[src/rtl/keypad_scanner.sv]
// keypad_scanner: 4x4 matrix column scanner with scan-based debounce,
// ghost rejection and a valid/ready key output with sticky overflow.
module keypad_scanner #(
  parameter int SCAN_DIV       = 50000,
  parameter int DEBOUNCE_SCANS = 4
) (
  input  logic       clock,
  input  logic       reset_n,
  input  logic [3:0] row,
  output logic [3:0] col,
  output logic [3:0] key_code,
  output logic       key_valid,
  input  logic       key_ready,
  output logic       key_held,
  output logic       overflow
);

  localparam int DW = $clog2(SCAN_DIV);
  localparam logic [DW-1:0] DLAST = DW'(SCAN_DIV - 1);
  localparam logic [3:0] DMAX = 4'(DEBOUNCE_SCANS);

  typedef enum logic [1:0] {
    IDLE,
    DEBOUNCE,
    PRESSED,
    RELEASE
  } state_t;

  state_t state;

  logic [3:0]    sync1;
  logic [3:0]    sync2;
  logic [DW-1:0] dcnt;
  logic [1:0]    cidx;
  logic [15:0]   snap;
  logic [15:0]   full;
  logic [3:0]    cnt;
  logic [3:0]    kreg;
  logic [3:0]    cand;
  logic [4:0]    ones;
  logic [4:0]    nxt;
  logic          last;
  logic          eos;
  logic          found;
  logic          reach;
  logic          accept;
  logic          xfer;

  assign last  = dcnt == DLAST;
  assign eos   = last && (cidx == 2'd3);
  assign xfer  = key_valid && key_ready;
  assign found = ones == 5'd1;
  assign nxt   = {1'b0, cnt} + 5'd1;
  assign reach = nxt >= {1'b0, DMAX};

  always_ff @(posedge clock or negedge reset_n) begin
    if (!reset_n) begin
      sync1 <= '1;
      sync2 <= '1;
    end else begin
      sync1 <= row;
      sync2 <= sync1;
    end
  end

  // The live column slice is patched in so the col 3 sample joins this scan
  always_comb begin
    full = snap;
    full[{cidx, 2'b00} +: 4] = ~sync2;
    ones = '0;
    cand = '0;
    for (int i = 0; i < 16; i++) begin
      ones = ones + 5'(full[i]);
      if (full[i]) cand = 4'(i);
    end
  end

  always_comb begin
    accept = 1'b0;
    if (eos && state == DEBOUNCE && found && cand == kreg && reach)
      accept = 1'b1;
  end

  always_ff @(posedge clock or negedge reset_n) begin
    if (!reset_n) begin
      dcnt <= '0;
      cidx <= '0;
      col  <= 4'b1110;
      snap <= '0;
    end else begin
      dcnt <= last ? '0 : dcnt + DW'(1);
      if (last) begin
        cidx <= cidx + 2'd1;
        col  <= {col[2:0], col[3]};
        snap[{cidx, 2'b00} +: 4] <= ~sync2;
      end
    end
  end

  always_ff @(posedge clock or negedge reset_n) begin
    if (!reset_n) begin
      state    <= IDLE;
      cnt      <= '0;
      kreg     <= '0;
      key_held <= 1'b0;
    end else if (eos) begin
      unique case (state)
        IDLE: begin
          if (found) begin
            cnt   <= 4'd1;
            kreg  <= cand;
            state <= DEBOUNCE;
          end
        end
        DEBOUNCE: begin
          if (!found) begin
            state <= IDLE;
          end else if (cand != kreg) begin
            kreg <= cand;
            cnt  <= 4'd1;
          end else if (reach) begin
            cnt      <= DMAX;
            state    <= PRESSED;
            key_held <= 1'b1;
          end else begin
            cnt <= nxt[3:0];
          end
        end
        PRESSED: begin
          if (!found) begin
            cnt   <= 4'd1;
            state <= RELEASE;
          end
        end
        RELEASE: begin
          if (found) begin
            state <= PRESSED;
          end else if (reach) begin
            cnt      <= DMAX;
            state    <= IDLE;
            key_held <= 1'b0;
          end else begin
            cnt <= nxt[3:0];
          end
        end
      endcase
    end
  end

  // A transfer on the accept edge frees the slot for the new key
  always_ff @(posedge clock or negedge reset_n) begin
    if (!reset_n) begin
      key_code  <= '0;
      key_valid <= 1'b0;
      overflow  <= 1'b0;
    end else if (accept) begin
      if (!key_valid || xfer) begin
        key_code  <= kreg;
        key_valid <= 1'b1;
      end else begin
        overflow <= 1'b1;
      end
    end else if (xfer) begin
      key_valid <= 1'b0;
    end
  end

endmodule

[config.mk]
export PLATFORM = sky130hd
export DESIGN_NAME = keypad_scanner
export DESIGN_NICKNAME = d
export VERILOG_FILES = /design/src/rtl/keypad_scanner.sv
export SDC_FILE = /design/constraint.sdc
export NUM_CORES = 1
export LEC_CHECK = 0
export ABC_CLOCK_PERIOD_IN_PS = 8100
export CAP_MARGIN = 20
export CORE_AREA = 2 2 113 87
export CTS_BUF_LIST = sky130_fd_sc_hd__clkbuf_8 sky130_fd_sc_hd__clkbuf_16
export DETAILED_ROUTE_END_ITERATION = 8
export DIE_AREA = 0 0 115 89
export PLACE_DENSITY = 0.58
export SLEW_MARGIN = 20
export SYNTH_ARGS = -nofsm -noshare
export SYNTH_HDL_FRONTEND = slang
export SYNTH_SLANG_ARGS = --single-unit
[constraint.sdc]
create_clock -name clock -period 8.1 [get_ports clock]
set_input_delay 1.215 -clock clock [delete_from_list [all_inputs] [get_ports clock]]
set_output_delay 1.215 -clock clock [all_outputs]
set_load 0.005 [all_outputs]
==> run summary, run 1 <==
For the count of nets after finishing, the log shows 425. The startpoint type of the worst setup path was a register. For the maximum count of clock buffers along a single path, the log shows 2. The run gives 2765 as the via count of the first global-routing pass. The tools report the number of post-CTS setup repair buffers as 0.

The final critical path takes up 86.7% of the cycle. The biggest cell delay along the critical path came out at 0.68 ns. The total overflow left after global routing is 0. Among cell families on the critical path, the largest total delay comes from adder cells. The worst-case headroom to the max-slew limit came out at 46.1%. In this run the cell area of the synthesized design comes to 0.00367 sq mm. Maximum ir drop on the vdd rail: 0.0944 mV.

Summing the sequential cell areas from Yosys gives 43.3% of the chip area. For the global router's overall resource usage, the log shows 17.7%. Number of synthesis warnings: 0.

The critical-path cell with the highest stage delay was sky130_fd_sc_hd__or4b_2. The floorplan step defined a core boundary enclosing 0.00901 sq mm. The run gives 9 as the total CTS buffers. The mean instance size in the synthesized netlist is 9.76 sq um, and the number of placement rows is 30. The average wire length per cell after detail routing came out at 15.5 um. The net count after synthesis came out at 406. Counting the fill cells in the layout gives 863. Along the worst path, the maximum fanout reaches 16. Once routing completed, OpenROAD measured the worst setup slack at 1.08 ns. The die is 115 um wide. The H-tree was split into 3 levels. The share of post-route cells with drive strength above 1 was 13.8%; the routed wire length was 7950 um. Gates resized during post-CTS repair numbered 0. The worst hold path was traced through 0 stages.

From synthesis to final layout, the design area changed by 15.5%. The final critical-path required period is 7.02 ns. The via-per-instance ratio is 5.45, and the max-capacitance violation count is 0. Initial antenna violation count: 0.

The run finished with clean final reports. TritonCTS built the clock tree. Power spread over the standard cell area amounts to 172 mW/mm^2.

The total number of vias came out at 2791. For the final count of pins violating max slew, the log shows 0. The critical path runs through a total of 18 cells. The primary flip-flop cell chosen by synthesis mapping was sky130_fd_sc_hd__dfrtp_1. The register bit total from synthesis works out to 63. For this design, the CTS-stage hold fixing added 0 buffers. The endpoint required time on the critical path is 8.32 ns, and the number of hold violations in the final report is 0. The detailed router's first-iteration violation count is 170, and the register clock-pin slew on the reported worst setup and hold paths is 0.05 ns. The top cell types in the final layout, fill and taps aside, are sky130_fd_sc_hd__nand2_1, sky130_fd_sc_hd__dfrtp_1, sky130_fd_sc_hd__o21ai_0. The first-pass GRT wire length is 13800 um. Counting stages on the worst path, the most repeated cell is sky130_fd_sc_hd__fa_1. CTS root buffer: sky130_fd_sc_hd__clkbuf_16. Setup repair after global routing left no endpoint under its margin. The floorplan step defined a die boundary enclosing 0.0102 sq mm.

In this run the count of I/O pins placed on the die edge is 18. The signal on the critical path passes through inv_1 > ha_1 > or3b_1 > o32ai_1 > fa_1 > inv_1 > fa_1 > fa_1 > fa_1 > inv_1 > ha_1 > fa_1 > or4b_2 > a21oi_1 > nand4_1 > nor2_1 > o2111ai_2 > mux2_2. Most common cell after layout, fill and taps aside: sky130_fd_sc_hd__nand2_1. The die span in y works out to 89 um. On the final layout, the worst clock skew is 0.00814 ns.

The count of cells along the worst register-to-register path was 18; the final cell count without fillers was 512. The number of port buffers came out at 17. For the final setup violation count, the log shows 0.

STA classifies the critical path endpoint as a register. Data on the critical path arrives at its endpoint at 7.24 ns. The async set or reset register ratio after synthesis works out to 100%. The critical path is of the reg2reg type.

Counting both buffers and inverters, the worst setup path holds a total of 3. Summed over all failing endpoints, the final setup total negative slack is 0 ns. The total leakage power was 1.83 nW. The total chip power was 0.728 mW; the initial cell density of the core was 40.7%. The source-to-sink clock delay at the later pin of the worst-skew pair is 0.34 ns. The weighted congestion at the end of routability-driven global placement was 0.925; the detailed-router iteration count before antenna repair was 4. Summed over all nets, the half-perimeter wirelength after detailed placement is 5620 um. In the routed design, unresolved DRC markers number 0. Based on the critical path, the design can be clocked at up to 142 MHz.

The count of nets left with antenna violations once routing finished came out at 0. Summing all placed instances gives a cell area of 0.00394 sq mm. For the pin with the worst max-slew slack, the measured transition is 0.808 ns. The number of enable flip-flop cells after synthesis came out at 0.

The logs give 0.354 ns for the final-layout worst hold slack and 376 for the synthesized instance count. In this run the worst hold path is classified as reg2reg. The final antenna diode count was 0. Entering global routing, the biggest net connects 64 pins. The number of placed cells counting well taps was 496. Cells fill 47.0% of the core in the end. The run gives 1.06 ns as the worst setup slack after placement. The logs give 66 for the count of distinct cell types in the synthesized netlist and 0.00424 sq mm for the area of all placed cells without fillers. The clock drives 63 sinks.
-- final cells by class --
type,count,area (sq um),area share [%]
Timing Repair Buffer,19,180,4.25
Clock inverter,6,52.6,1.24
Inverter,24,90.1,2.13
Clock buffer,10,239,5.64
Multi-Input combinational cell,278,1940,45.9
Tap cell,112,140,3.31
Sequential cell,63,1590,37.5
-- sequential cells by signal (all words and copies together), names as in the netlist, named ones only --
signal,flops
overflow,1
dcnt,16
snap,16
cnt,4
key_held,1
sync2,4
sync1,4
cidx,2
state,1
kreg,4
key_valid,1
col,4
key_code,4
-- cells in the mapped netlist (2+ instances only) --
master                     count  area, sq um
sky130_fd_sc_hd__dfstp_2      11          289
sky130_fd_sc_hd__nand2_1      54          203
sky130_fd_sc_hd__o32a_1        2         20.0
sky130_fd_sc_hd__o31ai_1       2         15.0
sky130_fd_sc_hd__o32ai_1       2         17.5
sky130_fd_sc_hd__nor4b_1       4         35.0
sky130_fd_sc_hd__a21oi_1      11         55.1
sky130_fd_sc_hd__and2_1        4         25.0
sky130_fd_sc_hd__nor3_1        7         35.0
sky130_fd_sc_hd__dfrtp_1      52         1300
sky130_fd_sc_hd__clkbuf_1      9         33.8
sky130_fd_sc_hd__o21ai_0      31          155
sky130_fd_sc_hd__a311oi_1      2         17.5
sky130_fd_sc_hd__and3_1        7         43.8
sky130_fd_sc_hd__or2_2         3         18.8
sky130_fd_sc_hd__o22a_2        2         20.0
sky130_fd_sc_hd__nand2b_1      4         25.0
sky130_fd_sc_hd__inv_1        24         90.1
sky130_fd_sc_hd__nand3b_1      2         15.0
sky130_fd_sc_hd__o211ai_1      2         15.0
sky130_fd_sc_hd__nor3b_1       2         15.0
sky130_fd_sc_hd__xor2_1        8         70.1
sky130_fd_sc_hd__nand3_1      11         55.1
sky130_fd_sc_hd__nor2_1       27          101
sky130_fd_sc_hd__or3_1         2         12.5
sky130_fd_sc_hd__xnor2_1       7         61.3
sky130_fd_sc_hd__ha_1         13          163
sky130_fd_sc_hd__mux2i_1       4         40.0
sky130_fd_sc_hd__nand4_1       2         12.5
sky130_fd_sc_hd__or3b_1        2         17.5
sky130_fd_sc_hd__mux2_2        4         45.0
sky130_fd_sc_hd__o32ai_2       2         32.5
sky130_fd_sc_hd__fa_1         10          200
sky130_fd_sc_hd__a31oi_1       6         37.5
sky130_fd_sc_hd__nor2b_1      10         62.6
-- per-layer routing --
metal	track usage [%]	up-vias	wire (um)
li1	-	1362	-
met1	24.9	1343	3950
met2	26.0	78	3410
met3	4.95	8	484
met4	6.57	0	112
met5	0	-	0
-- logic make-up (layout without fill, tap and decap cells) --
kind of cell	after synthesis	count (layout)	synth area share (%)
DFF	63	63	43.3
xor gates and xnor gates	15	15	3.58
adders and majority gates	23	23	9.89
AOI/OAI and AO/OA	82	82	16.5
and+or+nand+nor	149	149	20.3
muxes	9	9	2.63
buffers and inverters	35	59	3.82
-- worst paths after layout --
| check | to | slack, ns | from |
|---|---|---|---|
| setup / recovery | key_code[0] | 1.08 | cidx[0] |
| hold / removal | sync2[2] | 0.35 | sync1[2] |
| setup reg to reg | key_code[0] | 1.08 | cidx[0] |
| hold reg to reg | sync2[2] | 0.35 | sync1[2] |
| max in group asynchronous | cidx[1] | 6.51 | reset_n |
| min in group asynchronous | snap[14] | 1.03 | reset_n |
-- where the power goes --
group / total [mW] / switching, mW / internal (mW)
registers: 0.322 / 0.00302 / 0.319
clock network: 0.378 / 0.136 / 0.242
logic: 0.0281 / 0.0172 / 0.0109
No activity file was read; power rests on OpenSTA's default activity.
==> run 2: changes to the inputs <==
- CORE_AREA: 2 2 113 87 -> 4 4 115 89
- DIE_AREA: 0 0 115 89 -> 0 0 119 93
==> run summary, run 2 (synthesis gave the netlist of run 1 again) <==
The cell depth of the worst min-delay path came out at 0 (unchanged). The count of boundary I/O pins is 18 (unchanged), and the share of post-route cells with drive strength above 1 is 14.2% (+0.46 points). The hold path startpoint was sync1[0]. Setup repair after global routing left no endpoint under its margin. The number of placement rows is 30 (unchanged). The count of cells along the worst register-to-register path was 18 (unchanged); the net load switching power was 0.160 mW (+2.7%). The flow ran to the end, and the final reports show no timing, DRC or antenna violations.

The final core utilization is 47.3% (+0.32 points), and the area enclosed by the die boundary is 0.0111 sq mm (+8.1%). The run gives 7.41 ns (+0.17 ns) as the data arrival time of the worst path. For the total leakage power, the log shows 1.84 nW (+0.58%).

The total placed instance area is 0.00397 sq mm (+0.70%), and the number of hold violations in the final report is 0 (unchanged). The total number of clock tree sinks is 63 (unchanged), and the worst-case headroom to the max-slew limit is 45.1% (-1.1 points). The register clock-pin slew on the reported worst setup and hold paths is 0.05 ns (about the same), and the number of post-CTS setup repair buffers is 0 (unchanged).

The run gives 0 (unchanged) as the final setup violation count. Source of the worst register-to-register timing path: cidx[0]. The accumulated negative setup slack came out at 0 ns (unchanged).

For the endpoint required time on the critical path, the log shows 8.33 ns (about the same). For the number of cells upsized or downsized after cts, the log shows 0 (unchanged). Final-layout worst hold slack: 0.353 ns (-0.000733 ns). The maximum count of clock buffers along a single path was 2 (unchanged); the routed wire length was 8080 um (+1.6%). The portion of the clock cycle consumed by the worst path in the final layout is 88.6% (+1.9 points), and the via count of the first global-routing pass is 2739 (-0.94%). The worst hold path terminates at sync2[0]. The number of H-tree branching levels was 3 (unchanged); the clock power share was 53.3% (+1.4 points). In this run the critical register-to-register path is captured at key_code[1]. STA classifies the critical path startpoint as a register. The critical path is of the reg2reg type. For the first-pass GRT wire length, the log shows 13700 um (-0.50%). The slew at the pin closest to its max-slew limit was 0.824 ns (+0.0160 ns). The detailed-router iteration count before antenna repair was 4 (unchanged); the global router's overall resource usage was 16.0% (-1.7 points). The initial antenna violation count was 0 (unchanged). The count of nets after finishing is 426 (+0.24%).

The switching share of total power works out to 21.3% (-0.083 points). The area growth from synthesis to layout is 16.7%. The tools report the total CTS buffers as 9 (unchanged). The run gives 0 (unchanged) as the final antenna diode count.

The number of port buffers is 17 (unchanged). The final cell count without fillers is 529 (+3.3%). Leaving out fill and tap cells, the most frequent cell in the layout is sky130_fd_sc_hd__nand2_1.

The tree is rooted in a sky130_fd_sc_hd__clkbuf_16. The post-cts hold buffer count is 0 (unchanged). The initial cell density of the core is 40.6% (-0.17 points).

The worst min-delay path class was reg2reg. The run gives 64 (unchanged) as the largest net degree at the start of global routing. The detailed router's first-iteration violation count is 133 (-22%). The logs give 3.8% (about the same) for the portion of total power attributed to combinational logic and 0.92 ns (-0.16 ns) for the register-to-register setup slack. Global-route congestion overflow total: 0 (unchanged). Width of the chip: 119 um (+3.5%). TritonCTS built the clock tree.

The tools report the count of unresolved DRC violations after routing as 0 (unchanged). The run gives 0 (unchanged) as the max-capacitance violation count. STA classifies the critical path endpoint as a register. In the final layout, the registers with the most flip-flops are dcnt x16, snap x16. The via-per-instance ratio is 5.30 (-2.7%). Final count of pins violating max slew: 0 (unchanged).

The highest net fanout along the worst path is 16 (unchanged), and the power density of the placed cells is 175 mW/mm^2 (+2.0%). The tools report the fmax as 139 MHz (-2.2%). Internal portion of total power: 0.591 mW (+3.2%). The source-to-sink clock delay at the later pin of the worst-skew pair is 0.34 ns (about the same), and the total number of vias is 2806 (+0.54%). The tools report the core region area as 0.00905 sq mm (+0.42%). The maximum ir drop on the vdd rail was 0.120 mV (+27%); the sequential share of power was 42.9% (-1.3 points).

The final critical-path required period is 7.18 ns (+0.157 ns), and the number of nets with antenna violations after detailed routing is 0 (unchanged). The number of placed cells counting well taps was 513 (+3.4%); the average wire length per cell after detail routing was 15.3 um (-1.6%). The die span in y came out at 93 um (+4.5%). The tools report the weighted congestion at the end of routability-driven global placement as 0.850 (-8.1%). The tools report the post-DP HPWL as 5750 um (+2.3%). The library cells used most frequently in the layout, excluding fill and tap cells, are sky130_fd_sc_hd__nand2_1, sky130_fd_sc_hd__dfrtp_1, sky130_fd_sc_hd__o21ai_0. The run gives 0.00310 ns (-0.00504 ns) as the final setup skew. The run gives 0.00428 sq mm (+1.1%) as the area of all placed cells without fillers.
run 2: cell count changes in the layout (fill, tap and decap cells not counted):
cell	change
sky130_fd_sc_hd__buf_4	+1
sky130_fd_sc_hd__clkbuf_8	+2
sky130_fd_sc_hd__inv_1	-1
sky130_fd_sc_hd__clkinv_2	-1
run 2: per-stage QoR:
stage / setup slack (ns) / total power, mW
finish: 0.921 / 0.751
floorplan: 1.65 / 0.341
detailed placement: 0.978 / 0.356
CTS: 0.943 / 0.759
global route: 0.537 / 0.778
global placement: 1.25 / 0.355
run 2: how the worst max path moves through the flow:
stage                       start     endpoint  slack, ns  depth (start not counted)
final                     cidx[0]  key_code[1]       0.92                         18
after global routing      cidx[0]  key_code[0]       0.54                         18
after CTS                 cidx[0]  key_code[1]       0.94                         18
after detailed placement  cidx[0]  key_code[1]       0.98                         18
after global placement    cidx[0]  key_code[3]       1.25                         18
after floorplan           cidx[0]  key_code[0]       1.65                         19
run 2: worst max-delay path: stages, from the launching register on:
cell and delay [ns]:
sky130_fd_sc_hd__dfrtp_1 0.50, sky130_fd_sc_hd__inv_1 0.17, sky130_fd_sc_hd__ha_1 0.43, sky130_fd_sc_hd__or3b_1 0.57, sky130_fd_sc_hd__o32ai_1 0.60, sky130_fd_sc_hd__fa_1 0.50
sky130_fd_sc_hd__inv_1 0.08, sky130_fd_sc_hd__fa_1 0.43, sky130_fd_sc_hd__fa_1 0.48, sky130_fd_sc_hd__fa_1 0.49, sky130_fd_sc_hd__inv_1 0.05, sky130_fd_sc_hd__ha_1 0.20
sky130_fd_sc_hd__fa_1 0.44, sky130_fd_sc_hd__or4b_2 0.67, sky130_fd_sc_hd__a21oi_1 0.32, sky130_fd_sc_hd__nand4_1 0.37, sky130_fd_sc_hd__nor2_1 0.24, sky130_fd_sc_hd__o2111ai_2 0.20
sky130_fd_sc_hd__mux2_2 0.31
run 2: power groups by stage:
stage               combinational, mW  sequential (mW)  clock [mW]
finish                         0.0287            0.322       0.400
detailed placement             0.0292            0.327           0
CTS                            0.0295            0.322       0.408
global route                   0.0331            0.322       0.423
floorplan                      0.0155            0.325           0
global placement               0.0279            0.327           0
run 2: layout make-up:
type / instances / area [sq um]
clock buffers: 12 / 267
clock inverters: 4 / 43.8
fillers: 873 / 4760
inverters: 24 / 90.1
multi-input cells: 278 / 1940
flip-flops and latches: 63 / 1590
well taps: 128 / 160
repair buffers: 20 / 188
run 2: per-layer routing:
layer	share of wire (%)	up-vias	track usage, %
met5	0	-	0
met4	2.1	0	7.52
met3	5.9	14	4.78
met2	41	80	22.0
met1	51	1348	22.9
li1	-	1364	-
==> run 3: changes to the inputs <==
- CORE_AREA: 4 4 115 89 -> 2 2 113 87
- DIE_AREA: 0 0 119 93 -> 0 0 115 89
==> results of run 3 <==
No change in the layout: final DEF, timing and power equal those of run 1.
